[config.mk]
export PLATFORM = sky130hd
export DESIGN_NAME = data_memory_arbiter_flat
export DESIGN_NICKNAME = d
export VERILOG_FILES = /design/src/rtl/data_memory_arbiter_if.sv /design/src/rtl/data_memory_arbiter.sv /design/src/flat_wrapper.sv
export SDC_FILE = /design/constraint.sdc
export NUM_CORES = 1
export LEC_CHECK = 0
export ABC_CLOCK_PERIOD_IN_PS = 3400
export CORE_AREA = 4 4 120 122
export DETAILED_ROUTE_END_ITERATION = 7
export DIE_AREA = 0 0 124 126
export PLACE_DENSITY = 0.78
export SYNTH_ARGS = -nofsm -noshare
export SYNTH_HDL_FRONTEND = slang
export SYNTH_SLANG_ARGS = --single-unit
[constraint.sdc]
create_clock -name clock -period 3.4 [get_ports clock]
set_input_delay 0.34 -clock clock [delete_from_list [all_inputs] [get_ports clock]]
set_output_delay 0.34 -clock clock [all_outputs]
set_load 0.02 [all_outputs]
[src/rtl/data_memory_arbiter_if.sv]
// Requester-side bundle for one data_memory_arbiter port: request fields in,
// grant / error / read-response out.
interface data_memory_arbiter_if;
    logic        req;
    logic [31:0] address;
    logic [31:0] data;
    logic        wren;
    logic [1:0]  mem_mode;
    logic        is_unsigned;
    logic        gnt;
    logic        rvalid;
    logic [31:0] q;
    logic        err;

    modport master (
        output req, address, data, wren, mem_mode, is_unsigned,
        input  gnt, rvalid, q, err
    );

    modport slave (
        input  req, address, data, wren, mem_mode, is_unsigned,
        output gnt, rvalid, q, err
    );
endinterface

[src/rtl/data_memory_arbiter.sv]
// Round-robin arbiter sharing one data_memory port between the core LSU (p0)
// and the debug loader (p1); loads own the memory until their data returns.
module data_memory_arbiter #(
    parameter int READ_LATENCY = 1
) (
    input  logic                          clock,
    input  logic                          reset,
    data_memory_arbiter_if.slave          p0,
    data_memory_arbiter_if.slave          p1,
    output logic [31:0]                   mem_address,
    output logic [31:0]                   mem_data,
    output logic                          mem_wren,
    output logic [1:0]                    mem_mode,
    output logic                          mem_unsigned,
    input  logic [31:0]                   mem_q
);

    localparam logic [1:0] MEM_HALF = 2'd1;
    localparam logic [1:0] MEM_WORD = 2'd2;

    typedef enum logic {IDLE, WAIT} state_t;

    state_t      state, state_next;
    logic [2:0]  count, count_next;
    logic        last_grant, last_grant_next;
    logic        owner, owner_next;
    logic [31:0] hold_address;
    logic [1:0]  hold_mode;
    logic        hold_unsigned;

    logic        any_req;
    logic        winner;
    logic [31:0] w_address;
    logic [31:0] w_data;
    logic        w_wren;
    logic [1:0]  w_mode;
    logic        w_unsigned;
    logic        misaligned;
    logic [1:0]  gnt;
    logic [1:0]  err;
    logic [1:0]  rvalid;

    // On a tie the port that did not win last time gets the memory.
    assign any_req    = p0.req | p1.req;
    assign winner     = (p0.req && p1.req) ? ~last_grant : p1.req;
    assign w_address  = winner ? p1.address     : p0.address;
    assign w_data     = winner ? p1.data        : p0.data;
    assign w_wren     = winner ? p1.wren        : p0.wren;
    assign w_mode     = winner ? p1.mem_mode    : p0.mem_mode;
    assign w_unsigned = winner ? p1.is_unsigned : p0.is_unsigned;
    assign misaligned = ((w_mode == MEM_HALF) && (w_address[1:0] == 2'b11)) ||
                        ((w_mode == MEM_WORD) && (w_address[1:0] != 2'b00));

    always_comb begin
        // NOTE: every output and next-state gets a default first so no path leaves a latch.
        state_next      = state;
        count_next      = count;
        last_grant_next = last_grant;
        owner_next      = owner;
        gnt             = 2'b00;
        err             = 2'b00;
        rvalid          = 2'b00;
        mem_address     = '0;
        mem_data        = '0;
        mem_wren        = 1'b0;
        mem_mode        = 2'd0;
        mem_unsigned    = 1'b0;

        // Outputs are gated by the asynchronous reset so they drop immediately.
        if (reset) begin
            unique case (state)
                IDLE: begin
                    if (any_req) begin
                        gnt[winner]     = 1'b1;
                        last_grant_next = winner;
                        mem_address     = w_address;
                        mem_data        = w_data;
                        mem_mode        = w_mode;
                        mem_unsigned    = w_unsigned;
                        if (misaligned) begin
                            err[winner] = 1'b1;
                        end else if (w_wren) begin
                            mem_wren = 1'b1;
                        end else begin
                            state_next = WAIT;
                            count_next = READ_LATENCY[2:0];
                            owner_next = winner;
                        end
                    end
                end
                WAIT: begin
                    mem_address  = hold_address;
                    mem_mode     = hold_mode;
                    mem_unsigned = hold_unsigned;
                    count_next   = count - 3'd1;
                    if (count == 3'd1) begin
                        rvalid[owner] = 1'b1;
                        state_next    = IDLE;
                    end
                end
                default: state_next = IDLE;
            endcase
        end
    end

    always_ff @(posedge clock or negedge reset) begin
        if (!reset) begin
            // NOTE: state registers use non-blocking assignments so every flop samples pre-edge values.
            state         <= IDLE;
            count         <= 3'd0;
            last_grant    <= 1'b1;
            owner         <= 1'b0;
            hold_address  <= '0;
            hold_mode     <= 2'd0;
            hold_unsigned <= 1'b0;
        end else begin
            state      <= state_next;
            count      <= count_next;
            last_grant <= last_grant_next;
            owner      <= owner_next;
            if (state == IDLE && state_next == WAIT) begin
                hold_address  <= mem_address;
                hold_mode     <= mem_mode;
                hold_unsigned <= mem_unsigned;
            end
        end
    end

    assign p0.gnt    = gnt[0];
    assign p1.gnt    = gnt[1];
    assign p0.err    = err[0];
    assign p1.err    = err[1];
    assign p0.rvalid = rvalid[0];
    assign p1.rvalid = rvalid[1];
    assign p0.q      = mem_q;
    assign p1.q      = mem_q;

endmodule

[src/flat_wrapper.sv]
// flat-port wrapper written by rule: the top's interface ports become plain ports
module data_memory_arbiter_flat 
#(
    parameter int READ_LATENCY = 1
)
  (clock, reset, mem_address, mem_data, mem_wren, mem_mode, mem_unsigned, mem_q, p0_req, p0_address, p0_data, p0_wren, p0_mem_mode, p0_is_unsigned, p0_gnt, p0_rvalid, p0_q, p0_err, p1_req, p1_address, p1_data, p1_wren, p1_mem_mode, p1_is_unsigned, p1_gnt, p1_rvalid, p1_q, p1_err);
  data_memory_arbiter_if p0_i ();
  data_memory_arbiter_if p1_i ();
  input  logic clock;
  input  logic reset;
  output logic [31:0] mem_address;
  output logic [31:0] mem_data;
  output logic mem_wren;
  output logic [1:0] mem_mode;
  output logic mem_unsigned;
  input  logic [31:0] mem_q;
  input wire logic [$bits(p0_i.req)-1:0] p0_req;
  input wire logic [$bits(p0_i.address)-1:0] p0_address;
  input wire logic [$bits(p0_i.data)-1:0] p0_data;
  input wire logic [$bits(p0_i.wren)-1:0] p0_wren;
  input wire logic [$bits(p0_i.mem_mode)-1:0] p0_mem_mode;
  input wire logic [$bits(p0_i.is_unsigned)-1:0] p0_is_unsigned;
  output wire logic [$bits(p0_i.gnt)-1:0] p0_gnt;
  output wire logic [$bits(p0_i.rvalid)-1:0] p0_rvalid;
  output wire logic [$bits(p0_i.q)-1:0] p0_q;
  output wire logic [$bits(p0_i.err)-1:0] p0_err;
  input wire logic [$bits(p1_i.req)-1:0] p1_req;
  input wire logic [$bits(p1_i.address)-1:0] p1_address;
  input wire logic [$bits(p1_i.data)-1:0] p1_data;
  input wire logic [$bits(p1_i.wren)-1:0] p1_wren;
  input wire logic [$bits(p1_i.mem_mode)-1:0] p1_mem_mode;
  input wire logic [$bits(p1_i.is_unsigned)-1:0] p1_is_unsigned;
  output wire logic [$bits(p1_i.gnt)-1:0] p1_gnt;
  output wire logic [$bits(p1_i.rvalid)-1:0] p1_rvalid;
  output wire logic [$bits(p1_i.q)-1:0] p1_q;
  output wire logic [$bits(p1_i.err)-1:0] p1_err;
  assign p0_i.req = p0_req;
  assign p0_i.address = p0_address;
  assign p0_i.data = p0_data;
  assign p0_i.wren = p0_wren;
  assign p0_i.mem_mode = p0_mem_mode;
  assign p0_i.is_unsigned = p0_is_unsigned;
  assign p0_gnt = p0_i.gnt;
  assign p0_rvalid = p0_i.rvalid;
  assign p0_q = p0_i.q;
  assign p0_err = p0_i.err;
  assign p1_i.req = p1_req;
  assign p1_i.address = p1_address;
  assign p1_i.data = p1_data;
  assign p1_i.wren = p1_wren;
  assign p1_i.mem_mode = p1_mem_mode;
  assign p1_i.is_unsigned = p1_is_unsigned;
  assign p1_gnt = p1_i.gnt;
  assign p1_rvalid = p1_i.rvalid;
  assign p1_q = p1_i.q;
  assign p1_err = p1_i.err;
  data_memory_arbiter #(.READ_LATENCY(READ_LATENCY)) u_core (.clock(clock), .reset(reset), .p0(p0_i), .p1(p1_i), .mem_address(mem_address), .mem_data(mem_data), .mem_wren(mem_wren), .mem_mode(mem_mode), .mem_unsigned(mem_unsigned), .mem_q(mem_q));
endmodule
# Word-level counts from Yosys, hierarchy flattened
# Cells that the tools add are included.
totals:
  ff_bits: 41
  latch_bits: 0
  ram_bits: 0
  rom_bits: 0
  mem_count: 0
op_classes:
  add_sub_neg: 1
  mul: 0
  n_div: 0
  order_cmp: 4
  eq_ne: 7
  n_shift: 0
  n_mux: 47
  n_bitwise: 5
  reduce_logical: 11
ops:
  columns: ["op", "n"]
  rows:
  - ["$mux 32", 7]
  - ["$pmux 32 s2", 1]
  - ["$mux 2", 13]
  - ["$mux 1", 17]
  - ["$mux 3", 3]
  - ["$logic_and 1x1->1", 6]
  - ["$pmux 3 s2", 1]
  - ["$reduce_and 5->1", 1]
  - ["$eq 2x2->1 const B", 2]
  - ["$lt 1x2->1 const B", 2]
  - ["$ne 2x2->1 const B", 2]
  - ["$not 1->1", 4]
  - ["$pmux 1 s2", 2]
  - ["$pmux 2 s2", 1]
  - ["$reduce_and 4->1", 1]
  - ["$eq 3x1->1 const B", 1]
  - ["$reduce_and 3->1", 1]
  - ["$sub 3x1->3 const B", 1]
  - ["$demux 1 s1", 2]
  - ["$eq 2x1->1 const B", 1]
  - ["$ge 1x1->1 const B", 2]
  - ["$ne 2x1->1 const B", 1]
  - ["$reduce_bool 2->1", 1]
  - ["$logic_or 1x1->1", 1]
  - ["$or 1x1->1", 1]

# Depth between registers and ports, before layout
# Gate-level depths: netlist of run 1.
depth:
  ltp_word: 11
  ltp_mapped: 8

# Worst setup path before layout of run 1
# Ideal clock, no wire load.
synth_timing:
  path_type: "reg2out"
  startpoint: "register u_core.last_grant"
  endpoint: "output p0_err"
  t_arrival_ns: 1.951
  required_ns: 3.060
  slack_ns: 1.109
  stages_incl_launch_ff: 8
  cell_sequence: "dfstp_2 -> nand2b_1 -> clkbuf_1 -> and3_1 -> clkbuf_1 -> buf_2 -> inv_1 -> nor2_1"
synth_via:
  elab_chain_cells: 10
synth_rtl:
  columns: ["item", "line", "rtl"]
  rows:
  - ["start, declared", "data_memory_arbiter.sv:25", "logic last_grant, last_grant_next;"]
  - ["start signal, assigned", "data_memory_arbiter.sv:119", "last_grant <= last_grant_next;"]
  - ["$not 1->1 *", "data_memory_arbiter.sv:45", "assign winner = (p0.req && p1.req) ? ~last_grant : p1.req;"]
  - ["$mux 1 *", "data_memory_arbiter.sv:45", null]
  - ["$lt 1x2->1 (implied by the code) (tied with other cells)", "data_memory_arbiter.sv:81", "err[winner] = 1'b1;"]
  - ["$logic_and 1x1->1 (implied by the code) (tied with other cells)", "data_memory_arbiter.sv:81", null]
  - ["$mux 1 (implied by the code) (tied with other cells)", "data_memory_arbiter.sv:81", null]
  - ["$demux 1 s1 or $logic_or 1x1->1 (tied branches)", null, null]
  - ["$mux 2 *", "data_memory_arbiter.sv:80", "if (misaligned) begin"]
  - ["$mux 2 *", "data_memory_arbiter.sv:73", "if (any_req) begin"]
  - ["$mux 2 *", "data_memory_arbiter.sv:71", "unique case (state)"]
  - ["$mux 2 *", "data_memory_arbiter.sv:70", "if (reset) begin"]
  - ["end, declared", "flat_wrapper.sv:26", "output wire logic [$bits(p0_i.err)-1:0] p0_err;"]
# Every way passes the cells marked *; elsewhere a longest branch is shown, timed or not.

# Worst setup path after layout of run 1
layout_timing:
  startpoint: "input reset"
  endpoint: "output mem_data[29]"
layout_via:
  elab_chain_cells: 1
layout_rtl:
  columns: ["item", "line", "rtl"]
  rows:
  - ["start, declared", "flat_wrapper.sv:10", "input logic reset;"]
  - ["$mux 32", "data_memory_arbiter.sv:70", null]
  - ["end, declared", "flat_wrapper.sv:12", "output logic [31:0] mem_data;"]
# Every way passes these cells.

==> results.rst, run 1 <==
.. list-table::
   :header-rows: 1

   * - Metric
     - Value
   * - Result of the run
     - completed
   * - Chip height
     - 126 µm
   * - Total Die Area
     - 0.01562 mm²
   * - Area grow syn2layout
     - 54.23%
   * - Final-layout worst hold slack
     - 0.4832 ns
   * - Summed instance area of the synthesized netlist
     - 0.003595 mm²
   * - CTS tree
     - done
   * - Overall routed net length
     - 12170 µm
   * - Max Transition Viols Final
     - 0
   * - Detail Placement HPWL
     - 9814 µm
   * - Final worst path period share
     - 94.18%
   * - Reg2reg start
     - u_core.last_grant$_DFFE_PN1P_
   * - Capture instance of the worst register-to-register path
     - u_core.hold_address[5]$_DFFE_PN0P_
   * - Clock insertion delay at the later pin of the skew report
     - 0.28 ns
   * - Maximum number of pins on one net before global-route repair
     - 53
   * - Number of enable-type register cells in the synthesized netlist
     - 0
   * - VDD IR max
     - 0.0002084 V
   * - Fraction of layout instances using a drive strength above 1
     - 11.65%
   * - Hold Fails Final Rpt
     - 0
   * - H-tree levels
     - 2
   * - Cell at the root of the clock tree
     - clkbuf_16
   * - Share of Yosys cell area claimed by the top area cell type
     - 27.85%
   * - Routed via count divided by cell count
     - 4.751
   * - Tightest slew margin relative to the limit
     - 63.10%
   * - PortBufs
     - 213
   * - Cells on worst reg2reg path
     - 6
   * - Number of clock sinks seen by CTS
     - 41
   * - Leading cell types by total area after synthesis
     - dfrtp_1 (28%), buf_4 (14%), mux2_4 (12%)
   * - Number of fillers in the final layout
     - 1257
   * - Share of synthesized cell area in and, or, nand and nor gates
     - 13.23%
   * - Final period demand of the worst path
     - 3.202 ns
   * - Max Clock Skew
     - 0.005989 ns
   * - Setup Crit Path Kind
     - input port to primary output
   * - Critical Path RT
     - 3.06 ns
   * - Total number of vias
     - 3364
   * - DR pass1 iterations
     - 4
   * - Fraction of synthesized cell area in xor and xnor cells
     - 0%
   * - Number of antenna repair diodes
     - 0
   * - Ys Warns
     - 0
   * - Main combinational cell family by area after synthesis
     - compound AO/OA/AOI/OAI gates
   * - Setup-failing EPs final
     - 0
   * - Transition time at the pin with the least slew margin
     - 0.5535 ns
   * - Count of state elements after synthesis
     - 41
   * - Portion of netlist area occupied by mux cells
     - 16.81%
   * - Global-route wire length before repair
     - 18160 µm
   * - Share of synthesized registers carrying an async set or reset
     - 100.0%
   * - Number of antenna violations at the first check in global routing
     - 0
   * - Routed Antenna Nets
     - 0
   * - Net count of the mapped netlist
     - 570
   * - Cell type contributing the most total cell area after synthesis
     - dfrtp_1
   * - Initial core utilization
     - 27.25%
   * - Number of clock buffers inserted by TritonCTS
     - 5
   * - Final Wtd Congestion
     - 0.8173
   * - Clock transition time at the flip-flop clock pins of the worst setup and hold paths
     - 0.06 ns
   * - Netlist cell types
     - 32
   * - CTS Buffer Depth
     - 2
   * - Top-count cell post-synth
     - buf_4
   * - Grt total ovfl
     - 0
   * - Final Net Count
     - 705
   * - Count of boundary I/O pins
     - 310
   * - Overall global routing resource usage
     - 14.30%
   * - Vias in the first global route
     - 3522
   * - Post-route DRC
     - 0
   * - Capturing element type of the critical path
     - primary output
   * - Total negative setup slack
     - 0 ns
   * - Max capacitance violation total
     - 0
   * - Leakage power of the design
     - 2.287 nW
   * - Number of buffers inserted to repair setup after CTS
     - 0
   * - Path type of the worst min-delay path
     - input port to asynchronous set/reset pin
   * - Crit path arrival time
     - 2.86 ns
   * - Most frequent cells after synthesis
     - buf_4 (65), dfrtp_1 (40), nand2_1 (40), o21ai_0 (40)
   * - Reg-to-reg slack, setup
     - 0.94 ns
   * - Number of placement rows
     - 42
   * - Synthesized-area fraction occupied by adder cells
     - 0.6961%
   * - Highest clock frequency the design can meet
     - 0.3123 GHz
   * - Placeable core region
     - 0.01319 mm²
   * - Power Dens Cells
     - 540.5 mW/mm²
   * - Post-Synthesis Cells
     - 396
   * - Setup repair after global routing missed its margin
     - no
   * - Synthesized area divided by synthesized cell count
     - 9.078 µm²
   * - Sequential fraction of the synthesis area
     - 28.58%
   * - Synthesized-area fraction occupied by ao, oa, aoi and oai cells
     - 22.21%
   * - Top fanout value on the critical path
     - 34
   * - Violation count after the first detailed-routing iteration
     - 118
   * - Critical path startpoint category
     - input port
   * - Per-cell routed wire length
     - 17.19 µm
   * - Die width
     - 124 µm
   * - Main flop type after synthesis
     - dfrtp_1
through the flow:
stage / total power (W) / instance area (µm²) / std cells / worst slack (ns) / utilization [%]
2_1_floorplan: 0.001972 / 3595 / 396 / 1.109 / -
3_3_place_gp: 0.002501 / 5395 / 699 / 0.3869 / 40.90
3_5_place_dp: 0.002553 / 5395 / 699 / 0.2845 / 40.90
5_1_grt: 0.003193 / 5544 / 708 / 0.02871 / 42.03
6_report: 0.002997 / 5544 / 708 / 0.1977 / 42.03
4_1_cts: 0.003030 / 5544 / 708 / 0.1855 / 42.03
cell type report:
type	count	area (µm²)	share of cell area (%)
well taps	176	220.2	3.972
clock buffers	6	128.9	2.325
flip-flops and latches	41	1028	18.55
clock inverters	2	10.01	0.1805
multi-input cells	251	1903	34.33
inverters	5	18.77	0.3385
repair buffers	227	2235	40.31
cells in the final DEF, fill, tap and decap left out, types with 2 or more instances in the layout:
master             n
a21oi_1            2
a22o_1            31
a32oi_1           29
and2_1            31
and3_1             4
buf_4             13
clkbuf_16          5
clkdlybuf4s50_1  212
clkinv_2           2
dfrtp_1           39
ha_1               2
inv_1              5
mux2_2             7
mux2_4            29
mux2i_1            9
nand2_1           40
nand2b_1           3
nand4b_1           2
nor2_1            12
o21ai_0           40
what timing repair did:
action,CTS,global route
resized for setup,0,0
endpoints found under the hold margin,6,0
hold buffers,1,0
worst max-delay path by stage:
| stage | startpoint | end | slack (ns) | cells after the start |
|---|---|---|---|---|
| after floorplan | u_core.last_grant$_DFFE_PN1P_ | p0_err | 1.11 | 7 |
| after global placement | p0_req | u_core.hold_address[17]$_DFFE_PN0P_ | 0.39 | 7 |
| after detailed placement | p0_req | u_core.hold_address[20]$_DFFE_PN0P_ | 0.28 | 7 |
| after CTS | reset | p0_err | 0.19 | 8 |
| after global routing | reset | p0_err | 0.03 | 8 |
| final | reset | mem_data[29] | 0.20 | 7 |
per-layer routing:
| layer | GRT usage, % | up-vias | share of wire, % |
|---|---|---|---|
| li1 | - | 1630 | - |
| met1 | 17.17 | 1569 | 41 |
| met2 | 24.34 | 145 | 49 |
| met3 | 4.933 | 20 | 8.8 |
| met4 | 3.544 | 0 | 1.3 |
| met5 | 0 | - | 0 |
where the power goes:
part / internal (W) / switching [W] / leakage [nW] / total [W]
Combinational: 0.000905 / 0.000782 / 1.68 / 0.00169
Clock: 0.000270 / 0.000185 / 0.0706 / 0.000455
Sequential: 0.000717 / 0.000138 / 0.541 / 0.000855
registers in the layout, indices dropped and copies added, names as in the netlist:
register,count
u_core.count,3
u_core.hold_address,32
u_core.hold_mode,2
u_core.hold_unsigned,1
u_core.last_grant,1
u_core.owner,1
u_core.state,1
worst max-delay path, stage by stage:
cell and delay (ns):
dlygate4sd3_1 0.53, buf_2 0.27, nor2b_1 0.32, and3_1 0.20, buf_4 0.34, a22o_1 0.23, clkdlybuf4s50_1 0.61
kinds of logic (layout without fill, tap and decap cells):
kind of cell / count (synthesis) / in the layout
AND/OR/NAND/NOR: 96 / 96
buffers and inverters: 104 / 240
flip-flops: 41 / 41
adder cells (fa/ha/maj): 2 / 2
multiplexers: 45 / 45
AO/OA/AOI/OAI: 108 / 108
Note: power is estimated with default switching activity, not from simulation.
==> inputs of run 2 (changes only) <==
--- a/config.mk
+++ b/config.mk
@@ -6,10 +6,10 @@
 export NUM_CORES = 1
 export LEC_CHECK = 0
 export ABC_CLOCK_PERIOD_IN_PS = 3400
-export CORE_AREA = 4 4 120 122
+export CORE_AREA = 2 2 121 123
 export DETAILED_ROUTE_END_ITERATION = 7
-export DIE_AREA = 0 0 124 126
-export PLACE_DENSITY = 0.78
+export DIE_AREA = 0 0 123 125
+export PLACE_DENSITY = 0.75
 export SYNTH_ARGS = -nofsm -noshare
 export SYNTH_HDL_FRONTEND = slang
 export SYNTH_SLANG_ARGS = --single-unit
==> run 2 against run 1 <==
Against the previous run: first-iteration DRC count increased by 6.8%; clock-buffer cell count increased by 2; core utilization decreased by 2.9 points; cell count increased by 0.99%; via count increased by 1.2%; global-route usage increased by 0.45 points; sequential power increased by 1%; sequential share of layout area about the same; worst setup slack improved by 0.043 ns; cell area increased by 0.14%; maximum frequency increased by 1.4%; combinational power about the same; largest cell class unchanged; largest power group unchanged.
==> results.rst, run 2 (synthesis results as in run 1) <==
.. list-table::
   :header-rows: 1

   * - Metric
     - Value
   * - Clock transition time at the flip-flop clock pins of the worst setup and hold paths
     - 0.06 ns (about the same)
   * - Clock insertion delay at the later pin of the skew report
     - 0.28 ns (about the same)
   * - Tightest slew margin relative to the limit
     - 23.87% (-39 points)
   * - Final period demand of the worst path
     - 3.159 ns (-0.04334 ns)
   * - Transition time at the pin with the least slew margin
     - 1.130 ns (+0.5766 ns)
   * - VDD IR max
     - 0.0002677 V (+28%)
   * - Violation count after the first detailed-routing iteration
     - 126 (+6.8%)
   * - Capturing element type of the critical path
     - primary output
   * - H-tree levels
     - 2 (unchanged)
   * - CTS tree
     - done
   * - CP cell instances
     - clkdlybuf4s50_1 -> o21ai_0 -> o21ai_0 -> clkdlybuf4s50_1
   * - Highest clock frequency the design can meet
     - 0.3166 GHz (+1.4%)
   * - Most common cell after layout, fill and taps aside
     - clkdlybuf4s50_1
   * - Setup repair after global routing missed its margin
     - no
   * - Placed Instances
     - 707 (+1.1%)
   * - Cells on worst reg2reg path
     - 5 (-1)
   * - Path type of the worst min-delay path
     - input port to asynchronous set/reset pin
   * - Placeable core region
     - 0.01420 mm² (+7.7%)
   * - Post-CTS resize count
     - 0 (unchanged)
   * - Switching fraction of total power
     - 36.72% (-0.17 points)
   * - Die width
     - 123 µm (-0.81%)
   * - Setup-failing EPs final
     - 0 (unchanged)
   * - Count of boundary I/O pins
     - 310 (unchanged)
   * - Grt total ovfl
     - 0 (unchanged)
   * - Capture instance of the worst register-to-register path
     - u_core.hold_address[22]$_DFFE_PN0P_
   * - Largest stage delay on the critical path
     - 0.96 ns (+0.35 ns)
   * - Cell at the root of the clock tree
     - clkbuf_16
   * - Number of cells in the finished layout apart from fillers
     - 715 (+0.99%)
   * - Routed via count divided by cell count
     - 4.762 (+0.23%)
   * - Relative contribution of the clock network to total power
     - 15.8% (+0.6 points)
   * - Global-route wire length before repair
     - 18130 µm (-0.19%)
   * - Critical path startpoint category
     - input port
   * - Per-cell routed wire length
     - 16.86 µm (-1.9%)
   * - PortBufs
     - 213 (unchanged)
   * - Final Net Count
     - 704 (-0.14%)
   * - Max Clock Skew
     - 0.01071 ns (+0.004717 ns)
   * - Setup Crit Path Kind
     - input port to primary output
   * - Max Transition Viols Final
     - 0 (unchanged)
   * - Number of antenna violations at the first check in global routing
     - 0 (unchanged)
   * - Area grow syn2layout
     - 54.44%
   * - Post-route DRC
     - 0 (unchanged)
   * - Top fanout value on the critical path
     - 11 (-68%)
   * - Number of clock sinks seen by CTS
     - 41 (unchanged)
   * - Number of buffers inserted to repair setup after CTS
     - 0 (unchanged)
   * - Number of antenna repair diodes
     - 0 (unchanged)
   * - CTS Buffer Depth
     - 2 (unchanged)
   * - Vias in the first global route
     - 3509 (-0.37%)
   * - Power Dens Cells
     - 543.3 mW/mm² (+0.52%)
   * - Sequential share of power
     - 28.6% (about the same)
   * - Hold Fails Final Rpt
     - 0 (unchanged)
   * - Largest regs
     - u_core.hold_address: 32 flops, u_core.count: 3 flops, u_core.hold_mode: 2 flops
   * - Maximum number of pins on one net before global-route repair
     - 53 (unchanged)
   * - Number of placement rows
     - 44 (+4.8%)
   * - Reg-to-reg slack, setup
     - 0.98 ns (+0.04 ns)
   * - DR pass1 iterations
     - 4 (unchanged)
   * - Initial core utilization
     - 25.31% (-1.9 points)
   * - Leading cell types in the layout, fill and taps excluded
     - clkdlybuf4s50_1 (212), o21ai_0 (40), nand2_1 (40)
   * - Slowest cell on the critical path
     - o21ai_0
   * - Net switching power figure
     - 0.001108 W (+0.18%)
   * - Detail Placement HPWL
     - 9570 µm (-2.5%)
   * - Total negative setup slack
     - 0 ns (unchanged)
   * - Max capacitance violation total
     - 0 (unchanged)
   * - Total number of vias
     - 3405 (+1.2%)
   * - Critical Path RT
     - 3.06 ns (about the same)
   * - Chip height
     - 125 µm (-0.79%)
   * - Top reg by flops
     - u_core.hold_address
   * - Overall global routing resource usage
     - 14.75% (+0.45 points)
   * - Leakage power of the design
     - 2.283 nW (-0.17%)
   * - Overall routed net length
     - 12060 µm (-0.95%)
   * - Fraction of layout instances using a drive strength above 1
     - 11.49% (-0.17 points)
   * - Final Wtd Congestion
     - 0.7768 (-5.0%)
   * - Reg2reg start
     - u_core.state$_DFF_PN0_
   * - Result of the run
     - completed
   * - Comb power frac
     - 55.6% (-0.7 points)
   * - Total Die Area
     - 0.01538 mm² (-1.6%)
   * - Crit path arrival time
     - 2.82 ns (-0.04 ns)
   * - Number of clock buffers inserted by TritonCTS
     - 5 (unchanged)
   * - Final worst path period share
     - 92.91% (-1.3 points)
   * - Final total power
     - 0.003016 W (+0.65%)
   * - Count of hold buffers inserted by post-cts repair
     - 0 (-1)
   * - Internal cell power
     - 0.001909 W (+0.93%)
   * - Routed Antenna Nets
     - 0 (unchanged)
   * - Flip-flop count of the largest register after layout
     - 32 (unchanged)
run 2: changes by cell type in the layout (fill, tap and decap cells not counted), sizes merged:
cell | previous run | this run
clkbuf | 6 | 8
clkinv | 2 | 0
dlygate4sd3 | 1 | 0
run 2: worst max-delay path by stage:
| stage | end | depth (start not counted) | startpoint |
|---|---|---|---|
| after global placement | mem_address[1] | 4 | p0_req |
| after global routing | mem_address[1] | 4 | p0_req |
| after CTS | mem_address[1] | 4 | p0_req |
| final | mem_address[1] | 4 | p0_req |
| after floorplan | p0_err | 7 | u_core.last_grant$_DFFE_PN1P_ |
| after detailed placement | mem_address[1] | 4 | p0_req |
run 2: final cells by class:
| cell class | count | area [µm²] |
|---|---|---|
| inverters | 5 | 18.77 |
| repair buffers | 226 | 2225 |
| well taps | 184 | 230.2 |
| fillers | 1386 | 8652 |
| flip-flops and latches | 41 | 1028 |
| clock buffers | 8 | 146.4 |
| multi-input cells | 251 | 1903 |
run 2: worst max-delay path: cells and delay by family:
kind	cells	cell delay, ns
buf+inv	2	1.21
compound gates	2	1.26
run 2: routing by layer:
metal	vias up	track usage (%)	routed length [µm]
met5	-	0	0
met3	25	6.204	1198
met2	154	24.96	5854
met4	0	2.674	107
li1	1620	-	-
met1	1606	17.53	4896
run 2: power groups by stage:
stage          registers [W]  clock network, W  logic [W]
6_report            0.000864          0.000476    0.00168
5_1_grt             0.000891          0.000511    0.00182
4_1_cts             0.000861          0.000495    0.00169
3_5_place_dp        0.000865                 0    0.00168
3_3_place_gp        0.000852                 0    0.00164
2_1_floorplan       0.000811                 0    0.00116
run 2: per-stage QoR:
stage	hold slack [ns]	setup WS [ns]	util (%)	instance area, µm²
2_1_floorplan	0.04441	1.109	-	3595
3_3_place_gp	0.3413	0.3447	38.06	5405
3_5_place_dp	0.3521	0.2731	38.06	5405
4_1_cts	0.04615	0.2518	39.09	5552
5_1_grt	0.06192	0.1018	39.09	5552
6_report	0.04450	0.2411	39.09	5552
